<file path="config.mk">
export PLATFORM = sky130hd
export DESIGN_NAME = im_loader
export DESIGN_NICKNAME = d
export VERILOG_FILES = /design/src/rtl/im_loader_pkg.sv /design/src/rtl/im_word_packer.sv /design/src/rtl/im_loader.sv
export SDC_FILE = /design/constraint.sdc
export NUM_CORES = 1
export LEC_CHECK = 0
export BUFFER_PORTS_ARGS = -buffer_cell sky130_fd_sc_hd__buf_2
export CORE_MARGIN = 3
export CORE_UTILIZATION = 60
export DETAILED_ROUTE_END_ITERATION = 7
export PLACE_DENSITY = 0.87
export SKIP_CTS_REPAIR_TIMING = 1
export SLEW_MARGIN = 20
export SYNTH_ARGS = -nofsm -noshare
export SYNTH_HDL_FRONTEND = slang
export SYNTH_HIERARCHICAL = 1
export SYNTH_SLANG_ARGS = --single-unit
</file>
<file path="constraint.sdc">
create_clock -name clk -period 4.77 [get_ports clk]
set_input_delay 0.954 -clock clk [delete_from_list [all_inputs] [get_ports clk]]
set_output_delay 0.954 -clock clk [all_outputs]
set_load 0.01 [all_outputs]
</file>
<file path="src/rtl/im_loader_pkg.sv">
// Shared definitions for the instruction-memory boot loader.
// Optional checksum trailer is enabled by defining IM_LOADER_CHECKSUM_EN.
package im_loader_pkg;

  localparam int unsigned BYTES_PER_WORD = 4;
  localparam int unsigned HDR_BYTES      = 2;

  typedef logic [2:0] state_t;

  localparam state_t HDR_HI = 3'd0;
  localparam state_t HDR_LO = 3'd1;
  localparam state_t DATA   = 3'd2;
  localparam state_t CSUM   = 3'd3;
  localparam state_t DONE   = 3'd4;
  localparam state_t ERR    = 3'd5;

endpackage

</file>
<file path="src/rtl/im_word_packer.sv">
// Assembles little-endian words from accepted data bytes; also keeps the
// running XOR of data bytes when IM_LOADER_CHECKSUM_EN is defined.
module im_word_packer
  import im_loader_pkg::*;
#(
  parameter int unsigned DATA_W = 32
) (
  input  logic              clk,
  input  logic              rst,
  input  logic              byte_en,
  input  logic [7:0]        byte_in,
  output logic              word_done,
  output logic [DATA_W-1:0] word_data
`ifdef IM_LOADER_CHECKSUM_EN
  ,
  output logic [7:0]        xor_acc
`endif
);

  logic [1:0]        cnt;
  logic [DATA_W-9:0] shreg;

  // Only the first three bytes are stored; the fourth is merged combinationally
  // so the word is ready on the same edge that accepts its last byte.
  assign word_done = byte_en && (cnt == 2'(BYTES_PER_WORD - 1));
  assign word_data = {byte_in, shreg};

  always_ff @(posedge clk or posedge rst) begin
    if (rst) begin
      cnt   <= '0;
      shreg <= '0;
    end else if (byte_en) begin
      cnt   <= cnt + 2'd1;
      shreg <= {byte_in, shreg[DATA_W-9:8]};
    end
  end

`ifdef IM_LOADER_CHECKSUM_EN
  always_ff @(posedge clk or posedge rst) begin
    if (rst) begin
      xor_acc <= '0;
    end else if (byte_en) begin
      xor_acc <= xor_acc ^ byte_in;
    end
  end
`endif

endmodule

</file>
<file path="src/rtl/im_loader.sv">
// Boot-time IM loader: framed byte stream in, sequential IM word writes out,
// processor held in reset until the image is complete (IM_LOADER_CHECKSUM_EN adds a trailer check).
module im_loader
  import im_loader_pkg::*;
#(
  parameter int unsigned ADDR_W = 10,
  parameter int unsigned DATA_W = 32
) (
  input  logic              clk,
  input  logic              rst,
  input  logic              in_valid,
  input  logic [7:0]        in_byte,
  output logic              in_ready,
  output logic              im_we,
  output logic [ADDR_W-1:0] im_addr,
  output logic [DATA_W-1:0] im_wdata,
  output logic              cpu_hold,
  output logic              done,
  output logic              error
);

`ifdef IM_LOADER_CHECKSUM_EN
  localparam state_t FRAME_END = CSUM;
  logic [7:0] xor_acc;
`else
  localparam state_t FRAME_END = DONE;
`endif

  state_t            state;
  logic [7:0]        n_hi;
  logic [15:0]       n_words;
  logic [ADDR_W-1:0] widx;
  logic              accept;
  logic              data_en;
  logic              word_done;
  logic [DATA_W-1:0] word_data;
  logic [15:0]       n_full;
  logic              n_oversize;
  logic              last_word;

  assign in_ready   = (state == HDR_HI) || (state == HDR_LO) ||
                      (state == DATA)   || (state == CSUM);
  assign accept     = in_valid && in_ready;
  assign data_en    = accept && (state == DATA);
  assign n_full     = {n_hi, in_byte};
  assign n_oversize = 32'(n_full) > (32'd1 << ADDR_W);
  assign last_word  = (32'(widx) + 32'd1) == 32'(n_words);

  assign done     = (state == DONE);
  assign error    = (state == ERR);
  assign cpu_hold = (state != DONE);

  im_word_packer #(
    .DATA_W (DATA_W)
  ) u_packer (
    .clk       (clk),
    .rst       (rst),
    .byte_en   (data_en),
    .byte_in   (in_byte),
    .word_done (word_done),
    .word_data (word_data)
`ifdef IM_LOADER_CHECKSUM_EN
    ,
    .xor_acc   (xor_acc)
`endif
  );

  always_ff @(posedge clk or posedge rst) begin
    if (rst) begin
      state    <= HDR_HI;
      n_hi     <= '0;
      n_words  <= '0;
      widx     <= '0;
      im_we    <= 1'b0;
      im_addr  <= '0;
      im_wdata <= '0;
    end else begin
      im_we <= word_done;
      if (word_done) begin
        im_addr  <= widx;
        im_wdata <= word_data;
        widx     <= widx + ADDR_W'(1);
      end

      case (state)
        HDR_HI: begin
          if (accept) begin
            n_hi  <= in_byte;
            state <= HDR_LO;
          end
        end
        HDR_LO: begin
          if (accept) begin
            n_words <= n_full;
            if (n_oversize)        state <= ERR;
            else if (n_full == '0) state <= FRAME_END;
            else                   state <= DATA;
          end
        end
        DATA: begin
          if (word_done && last_word) state <= FRAME_END;
        end
`ifdef IM_LOADER_CHECKSUM_EN
        CSUM: begin
          if (accept) state <= (in_byte == xor_acc) ? DONE : ERR;
        end
`endif
        default: ;
      endcase
    end
  end

endmodule

</file>
After elaboration in Yosys (flattened, before gate mapping)
Index checks and enable logic that the tools add are counted.
{ "word_totals": {"output_inout_bits": 47, "input_bits": 11, "regBits": 106, "wordCells": 43} }
{ "op_classes": {"n_addsub": 3, "n_mux": 6, "order_cmp": 1, "eq_ne": 11, "reduce_logical": 13} }
{ "op_table": {"columns": ["op", "n"], "rows": [
  ["equality test 11 x 16 -> 1 bit", 1],
  ["greater-than comparator 16 x 11 -> 1 bit, second input constant", 1],
  ["zero test 16 bit", 1],
  ["2-to-1 mux 3 bit", 5],
  ["adder 10 x 1 -> 11 bit, second input constant", 1],
  ["adder 10 x 1 -> 10 bit, second input constant", 1],
  ["one-hot mux 3 bit (3 select lines)", 1],
  ["equality test 3 x 2 -> 1 bit, second input constant", 2],
  ["equality test 3 bit, second input constant", 2],
  ["logical AND 1 bit", 4],
  ["!= test 2 bit, second input constant", 2],
  ["AND reduction 2 bit", 2],
  ["AND reduction 4 bit", 1],
  ["equality test 3 x 1 -> 1 bit, second input constant", 1],
  ["zero test 3 bit", 1],
  ["logical OR 1 bit", 3],
  ["!= test 3 bit, second input constant", 1],
  ["nonzero test 3 bit", 1],
  ["adder 2 x 1 -> 2 bit, second input constant", 1],
  ["equality test 2 bit, second input constant", 1],
  ["!= test 2 x 1 -> 1 bit, second input constant", 1]
]} }

Longest topological paths before layout
Gate-level depths: netlist (run 1).
{ "depth": {"ltp_word": 10, "ltp_mapped": 13} }

Cells and area by module
Netlist (run 1), hierarchy kept.
{ "modules_own_cells": {"columns": ["module", "area_per_inst_um2", "n_inst", "cells_per_inst"], "rows": [
  ["im_loader", 3469.6, 1, 267],
  ["im_word_packer", 1142.3, 1, 66]
]} }

Least setup slack after synthesis (run 1)
Ideal clock, no wire load.
{ "synth_path": {"kind": "input to register", "from": "input port in_valid", "to": "register state[2]", "arrival_ns": 3.173, "path_stages": 12, "setup_slack_ns": 1.528, "required_time_ns": 4.701, "cell_sequence": "nand2_1 -> nor3b_1 -> buf_6 -> buf_12 -> and2_1 -> clkbuf_1 -> nor4b_1 -> nand4_1 -> a211oi_2 -> o2111ai_1 -> or4b_1 -> nand3_1"} }
{ "synth_via": {"elab_chain_cells": 6, "word_cells_on_any_way": 8, "cone_classes": "eq/ne: 3; reduce/logical: 5"} }
{ "synth_lines": {"columns": ["element", "line_no", "rtl"], "rows": [
  ["start: declaration", "im_loader.sv:11", "input logic in_valid,"],
  ["logical AND 1 bit", "im_loader.sv:43", "assign accept = in_valid && in_ready;"],
  ["logical AND 1 bit", "im_loader.sv:44", "assign data_en = accept && (state == DATA);"],
  ["via data_en", "im_loader.sv:34", "logic data_en;"],
  ["logical AND 1 bit", "im_word_packer.sv:25", "assign word_done = byte_en && (cnt == 2'(BYTES_PER_WORD - 1));"],
  ["via word_done", "im_loader.sv:35", "logic word_done;"],
  ["logical AND 1 bit", "im_loader.sv:101", "if (word_done && last_word) state <= FRAME_END;"],
  ["!= test 2 x 1 -> 1 bit (no source line)", null, null],
  ["AND reduction 4 bit (no source line)", null, null],
  ["end signal: assignment", "im_loader.sv:96", "else if (n_full == '0) state <= FRAME_END;"],
  ["end signal: assignment", "im_loader.sv:97", "else state <= DATA;"],
  ["end signal: assignment", "im_loader.sv:101", null],
  ["end: declaration", "im_loader.sv:29", "state_t state;"]
]} }
The timed path passes the listed nets, and every way through them passes these cells.
A chain may end at the register's enable or synchronous reset.

Worst setup path after layout (run 1)
Ends and elaborated chain as after synthesis.

==> results of run 1 <==
-- cell type report --
cell class / instances / area, sq um / share of cell area
inverter: 9 / 35.03 / 0.006888
clock buffer: 10 / 137.6 / 0.02706
clock inverter: 6 / 71.32 / 0.01402
sequential: 106 / 2653 / 0.5215
timing repair buffer: 60 / 307.8 / 0.06052
multi-input combinational: 192 / 1758 / 0.3456
tap: 99 / 123.9 / 0.02435
-- logic make-up after synthesis --
group | count (synthesis) | synth area share
compound gates | 18 | 0.02686
flops | 106 | 0.5751
fa+ha+maj | 2 | 0.005425
simple gates | 61 | 0.07298
mux | 92 | 0.2385
buf+inv | 35 | 0.04504
xor+xnor | 19 | 0.03608
-- state kept, by name, summed over array words and instances (netlist names) --
signal and cells:
widx 10, im_addr 10, u_packer/cnt 2, u_packer/shreg 24, im_wdata 32, n_hi 8
state 3, im_we 1, n_words 16
-- worst max-delay path, stage by stage --
cell and delay [ns]:
buf_2 0.09, nand2_1 0.12, nor3b_2 0.20, buf_4 0.41, and2_2 0.24, nor4b_1 0.34, nand4_1 0.16, a211oi_2 0.23
o2111ai_1 0.17, or4b_1 0.51, nand3_1 0.10
-- routing by layer --
metal  GRT usage  wire length, um
met4     0.09627              153
met2      0.3389             4233
met5           0                0
met1      0.2878             3783
met3     0.03365              380
-- through the flow --
stage / hold slack, ns / setup slack, ns / instance area (sq um)
CTS: 0.5135 / 1.529 / 5086
floorplan: 0.4448 / 1.528 / 4612
finish: 0.5070 / 1.544 / 5086
detailed placement: 0.4899 / 1.233 / 4877
global placement: 0.4615 / 1.449 / 4877
global route: 0.5202 / 1.372 / 5086
-- cells in the final DEF, fill, tap and decap left out, types with 2 or more instances in the layout --
cell / count
a31oi_1: 2
and2_2: 2
buf_2: 57
buf_4: 3
clkbuf_8: 10
clkinv_2: 2
dfrtp_1: 106
ha_1: 2
inv_1: 7
inv_6: 2
mux2_2: 71
mux2_4: 18
mux2i_1: 3
nand2_1: 12
nand2b_1: 4
nand3_1: 8
nand4_1: 6
nand4b_1: 2
nor2_1: 8
nor3_1: 4
nor3b_1: 2
nor4_1: 3
o2111ai_1: 2
o21ai_0: 7
or3_1: 2
xnor2_1: 12
xor2_1: 7
-- path summary, 6_finish.rpt --
path / start / end / slack (ns) / cells after the start
worst min register to register: u_packer/cnt[0] / u_packer/cnt[0] / 0.51 / 1
worst max-delay path: in_valid / state[2] / 1.54 / 11
max in group asynchronous: rst / state[2] / 3.14 / 3
min in group asynchronous: rst / im_wdata[1] / 0.64 / 2
worst min-delay path: u_packer/cnt[0] / u_packer/cnt[0] / 0.51 / 1
worst max register to register: state[2] / state[2] / 1.68 / 11
-- report_power, final --
group | switching, mW | total (mW) | leakage [nW] | internal [mW]
Sequential | 0 | 0.898 | 1.46 | 0.898
Combinational | 0.0246 | 0.0290 | 1.07 | 0.00440
Clock | 0.307 | 0.571 | 0.105 | 0.264
==> results.cfg, run 1 <==
[hold_path]
hp-class = register to register

[yosys]
syn_inst = 333
synthFlopType = dfrtp_1
synth.distinct_cells = 41
synth_most_common_cell = dfrtp_1
synthTopCellsByArea = dfrtp_1 58%, mux2_2 17%, mux2_4 5.9%
synth_area_sq_mm = 0.004612
yosys-top-cells-count = 106 x dfrtp_1, 71 x mux2_2, 18 x mux2_4, 12 x nand2_1, 12 x xnor2_1
async_reset_ff_frac = 1.000
avgSynthCellArea_sq_um = 13.85
syn-num-nets = 346
yosys_warnings = 6
synth_edf_count = 0
yosysTopAreaCellShare = 0.5751
ys_seq_elements = 106
synth_top_area_cell = dfrtp_1
seq_area_frac_synth = 0.5751

[power_and_ir_drop]
power.total_mw = 1.498
cellPowerDensity_mw_per_mm2 = 294.5
vdd_drop_max_mv = 0.1653
cellLeakagePower_nw = 2.640

[detailed_routing]
vias = 2765
routed_wl_um = 8551
ant_nets = 0
wl_per_cell_um = 17.74
drc = 0
route.detailed.vias_per_inst = 5.737
drtIter0Drc = 195
dr.pass1.iters = 4

[global_route]
grt_max_degree = 54
grt_pass1_wl_um = 14300
grt_usage = 0.2120
overflow = 0
antenna_found_initial = 0
grt_pass1_vias = 2886

[clock_tree]
cts.sinks = 106
cts_inserted_buffers = 9
clk_latency_ns = 0.36
root_buffer = clkbuf_8
clock_path_buffers = 2
cts_tree = done
htree_levels = 3
clk_pin_slew_worst_paths_ns = 0.10

[timing]
min_period_ns = 3.226
post-route-period-util = 0.6763
fmax_mhz = 310.0
hold_viol = 0
relSlewSlack = 0.3789
setup_tns_ns = 0
worst_slew_pin_slew_ns = 0.9259
fin_worst_skew_ns = 0.01227
drv_slew = 0
setup_violations = 0
rsz0062_at_grt = no

[critical_path]
crit_arrival_ns = 3.52
worstSetupPathType = input port to register
start_kind = input port
worstPathMaxFanout = 27
worst_setup_path_end_kind = register
required_ns = 5.06

[layout]
fillers = 507
drive_above_1_share = 0.4465
nets = 391
num_antenna_cells = 0
stdcell_count = 482
syn_to_final_growth_pct = 10.28
fin_util = 0.6902

[die]
io_pins = 58
die_h_um = 93.67
rows = 31
die_area_sq_mm = 0.008774
die_w_um = 93.67
core_sq_mm = 0.007370
start_util = 0.6258

[flow_run]
maxCapViolations = 0

[placed_design]
portBuffers = 57
place_congestion = 0.8491
dpl.cell_count = 466
hpwl_um = 5909

[outcome]
status = complete, no violations
Note: power is estimated with default switching activity, not from simulation.
==> run 2, diff against run 1 <==
Settings changed: ABC_AREA set to 1, CORE_UTILIZATION 60 to 52, PLACE_DENSITY 0.87 to 0.81.
Clock period 4.77 ns to 2.9 ns, I/O delays scaled along.
==> run 2 against run 1 <==
Compared with the run above:
- non-clock buffer count grew 2
- die area increased by 15%
- combinational power increased to 2.9 times the previous value
- count of clock-buffer cells in the layout decreased by 1
- cell count grew 51%
- largest power group unchanged
- highest routed layer unchanged
==> results.cfg, run 2 <==
[timing]
setup_tns_ns = 0
fin_worst_skew_ns = 0.008304
hold_viol = 0
rsz0062_at_grt = no
fmax_mhz = 442.8
relSlewSlack = 0.3594
worst_slew_pin_slew_ns = 0.9598
drv_slew = 0
min_period_ns = 2.259
setup_violations = 0
post-route-period-util = 0.7788
timing.hold.ws_ns = 0.3176

[global_route]
grt_max_degree = 51
grt_pass1_wl_um = 16620
grt_pass1_vias = 3627
antenna_found_initial = 0
grt_usage = 0.2041
overflow = 0

[critical_path]
crit_arrival_ns = 2.48
worstSetupPathType = register to register
rr_startpoint = state[2]
required_ns = 3.12
critPathTopFamily = buffers and inverters
path_cells = nor3_1 > inv_1 > nor2_2 > nand2_1 > inv_1 > buf_4 > clkinv_1 > buf_4 > nand2_1 > o21ai_0
worstPathMaxFanout = 48
cp.depth = 10
crit_slowest_cell = dfrtp_1
worst_setup_path_end_kind = register
cp-startpoint = state[2]
path_buf_inv = 5
timing.rr.end = widx[6]
reg2reg_slack_ns = 0.64
start_kind = register
slowest_delay_ns = 0.44
endpoint = widx[6]
reg2reg_depth = 10

[yosys]
async_reset_ff_frac = 1.000
yosysTopAreaCellShare = 0.5694
synthTopCellsByArea = dfrtp_1 57%, nand2_1 22%, o21ai_0 4.5%
synth.distinct_cells = 26
syn_inst = 571
avgSynthCellArea_sq_um = 8.158
syn-num-nets = 584
synth_edf_count = 0
seq_area_frac_synth = 0.5694
synthFlopType = dfrtp_1
synth_top_area_cell = dfrtp_1
yosys-top-cells-count = 267 x nand2_1, 106 x dfrtp_1, 53 x inv_1, 42 x o21ai_0, 22 x nor2_1
ys_seq_elements = 106
synth_area_sq_mm = 0.004658
yosys_warnings = 6
synth_most_common_cell = nand2_1

[detailed_routing]
route.detailed.vias_per_inst = 5.113
drtIter0Drc = 202
dr.pass1.iters = 5
ant_nets = 0
drc = 0
wl_per_cell_um = 13.24
routed_wl_um = 9625
vias = 3717

[clock_tree]
clk_pin_slew_worst_paths_ns = 0.10
clk_latency_ns = 0.36
cts.sinks = 106
cts_inserted_buffers = 9
htree_levels = 3
root_buffer = clkbuf_8
cts_tree = done
clock_path_buffers = 2

[layout]
drive_above_1_share = 0.1511
nets = 630
fin_util = 0.6095
final_cell_mix = 267 x nand2_1, 106 x dfrtp_1, 57 x buf_2
largest_register_ff_count = 32
final_common_cell = nand2_1
syn_to_final_growth_pct = 10.74
num_antenna_cells = 0
top_register = im_wdata
top_regs = im_wdata x32, u_packer/shreg x24, n_words x16
fillers = 730

[die]
core_sq_mm = 0.008464
die_h_um = 100.6
io_pins = 58
die_w_um = 100.6
start_util = 0.5503
rows = 33
die_area_sq_mm = 0.01013

[outcome]
status = complete, no violations

[hold_path]
hp-class = input port to asynchronous set/reset pin

[placed_design]
hpwl_um = 6668
portBuffers = 57
place_congestion = 0.8423

[power_and_ir_drop]
power.total_mw = 2.518
vdd_drop_max_mv = 0.2747
cellPowerDensity_mw_per_mm2 = 488.1
cellLeakagePower_nw = 2.919

[flow_run]
maxCapViolations = 0
## run 2: changes by cell type after synthesis, moves of 10 or more
cell / previous run / this run
inv_1: 9 / 53
mux2_2: 71 / 0
mux2_4: 18 / 0
nand2_1: 12 / 267
nand2_2: 0 / 10
nor2_1: 8 / 22
o21ai_0: 7 / 42
xnor2_1: 12 / 0
## run 2: worst min-delay path by stage
stage,start,endpoint,slack (ns),cells after the start
final,rst,im_addr[5],0.32,2
after global placement,im_wdata[12],im_wdata[12],0.45,2
after floorplan,u_packer/shreg[0],u_packer/shreg[0],0.44,2
after detailed placement,im_wdata[13],im_wdata[13],0.45,2
after CTS,rst,im_addr[5],0.33,2
after global routing,rst,im_wdata[17],0.37,2
## run 2: power by group
part	internal [mW]	leakage [nW]	switching, mW
Combinational	0.0244	1.39	0.0608
Sequential	1.50	1.43	0.0138
Clock	0.407	0.102	0.516
Total	1.93	2.92	0.591
## run 2: logic make-up (layout without fill, tap and decap cells)
logic type,after synthesis,after routing,synth area share
adders and majority gates,2,2,0.005371
buffers and inverters,82,133,0.08219
xor gates and xnor gates,1,1,0.001881
DFF,106,106,0.5694
and+or+nand+nor,333,333,0.2896
AOI/OAI and AO/OA,47,47,0.05157
## run 2: layout make-up
| type | count | area (sq um) | area share |
|---|---|---|---|
| Timing Repair Buffer | 62 | 335.3 | 0.06500 |
| Inverter | 55 | 214.0 | 0.04147 |
| Clock inverter | 7 | 76.32 | 0.01480 |
| Tap cell | 105 | 131.4 | 0.02547 |
| Clock buffer | 9 | 123.9 | 0.02401 |
| Sequential cell | 106 | 2653 | 0.5142 |
| Multi-Input combinational cell | 383 | 1625 | 0.3151 |
## run 2: metal layers
metal | GRT usage | vias to the layer above | part of all wire
met1 | 0.2870 | 1739 | 0.47
met2 | 0.3170 | 129 | 0.46
li1 | - | 1832 | -
met5 | 0 | - | 0
met3 | 0.04221 | 17 | 0.058
met4 | 0.07047 | 0 | 0.018
## run 2: stage by stage
stage | area (sq um) | std cells | setup WS, ns
2_1_floorplan | 4658 | 571 | 0.2683
3_3_place_gp | 4959 | 711 | 0.7987
3_5_place_dp | 4959 | 711 | 0.6360
4_1_cts | 5159 | 727 | 0.6467
5_1_grt | 5159 | 727 | 0.3711
6_report | 5159 | 727 | 0.6414
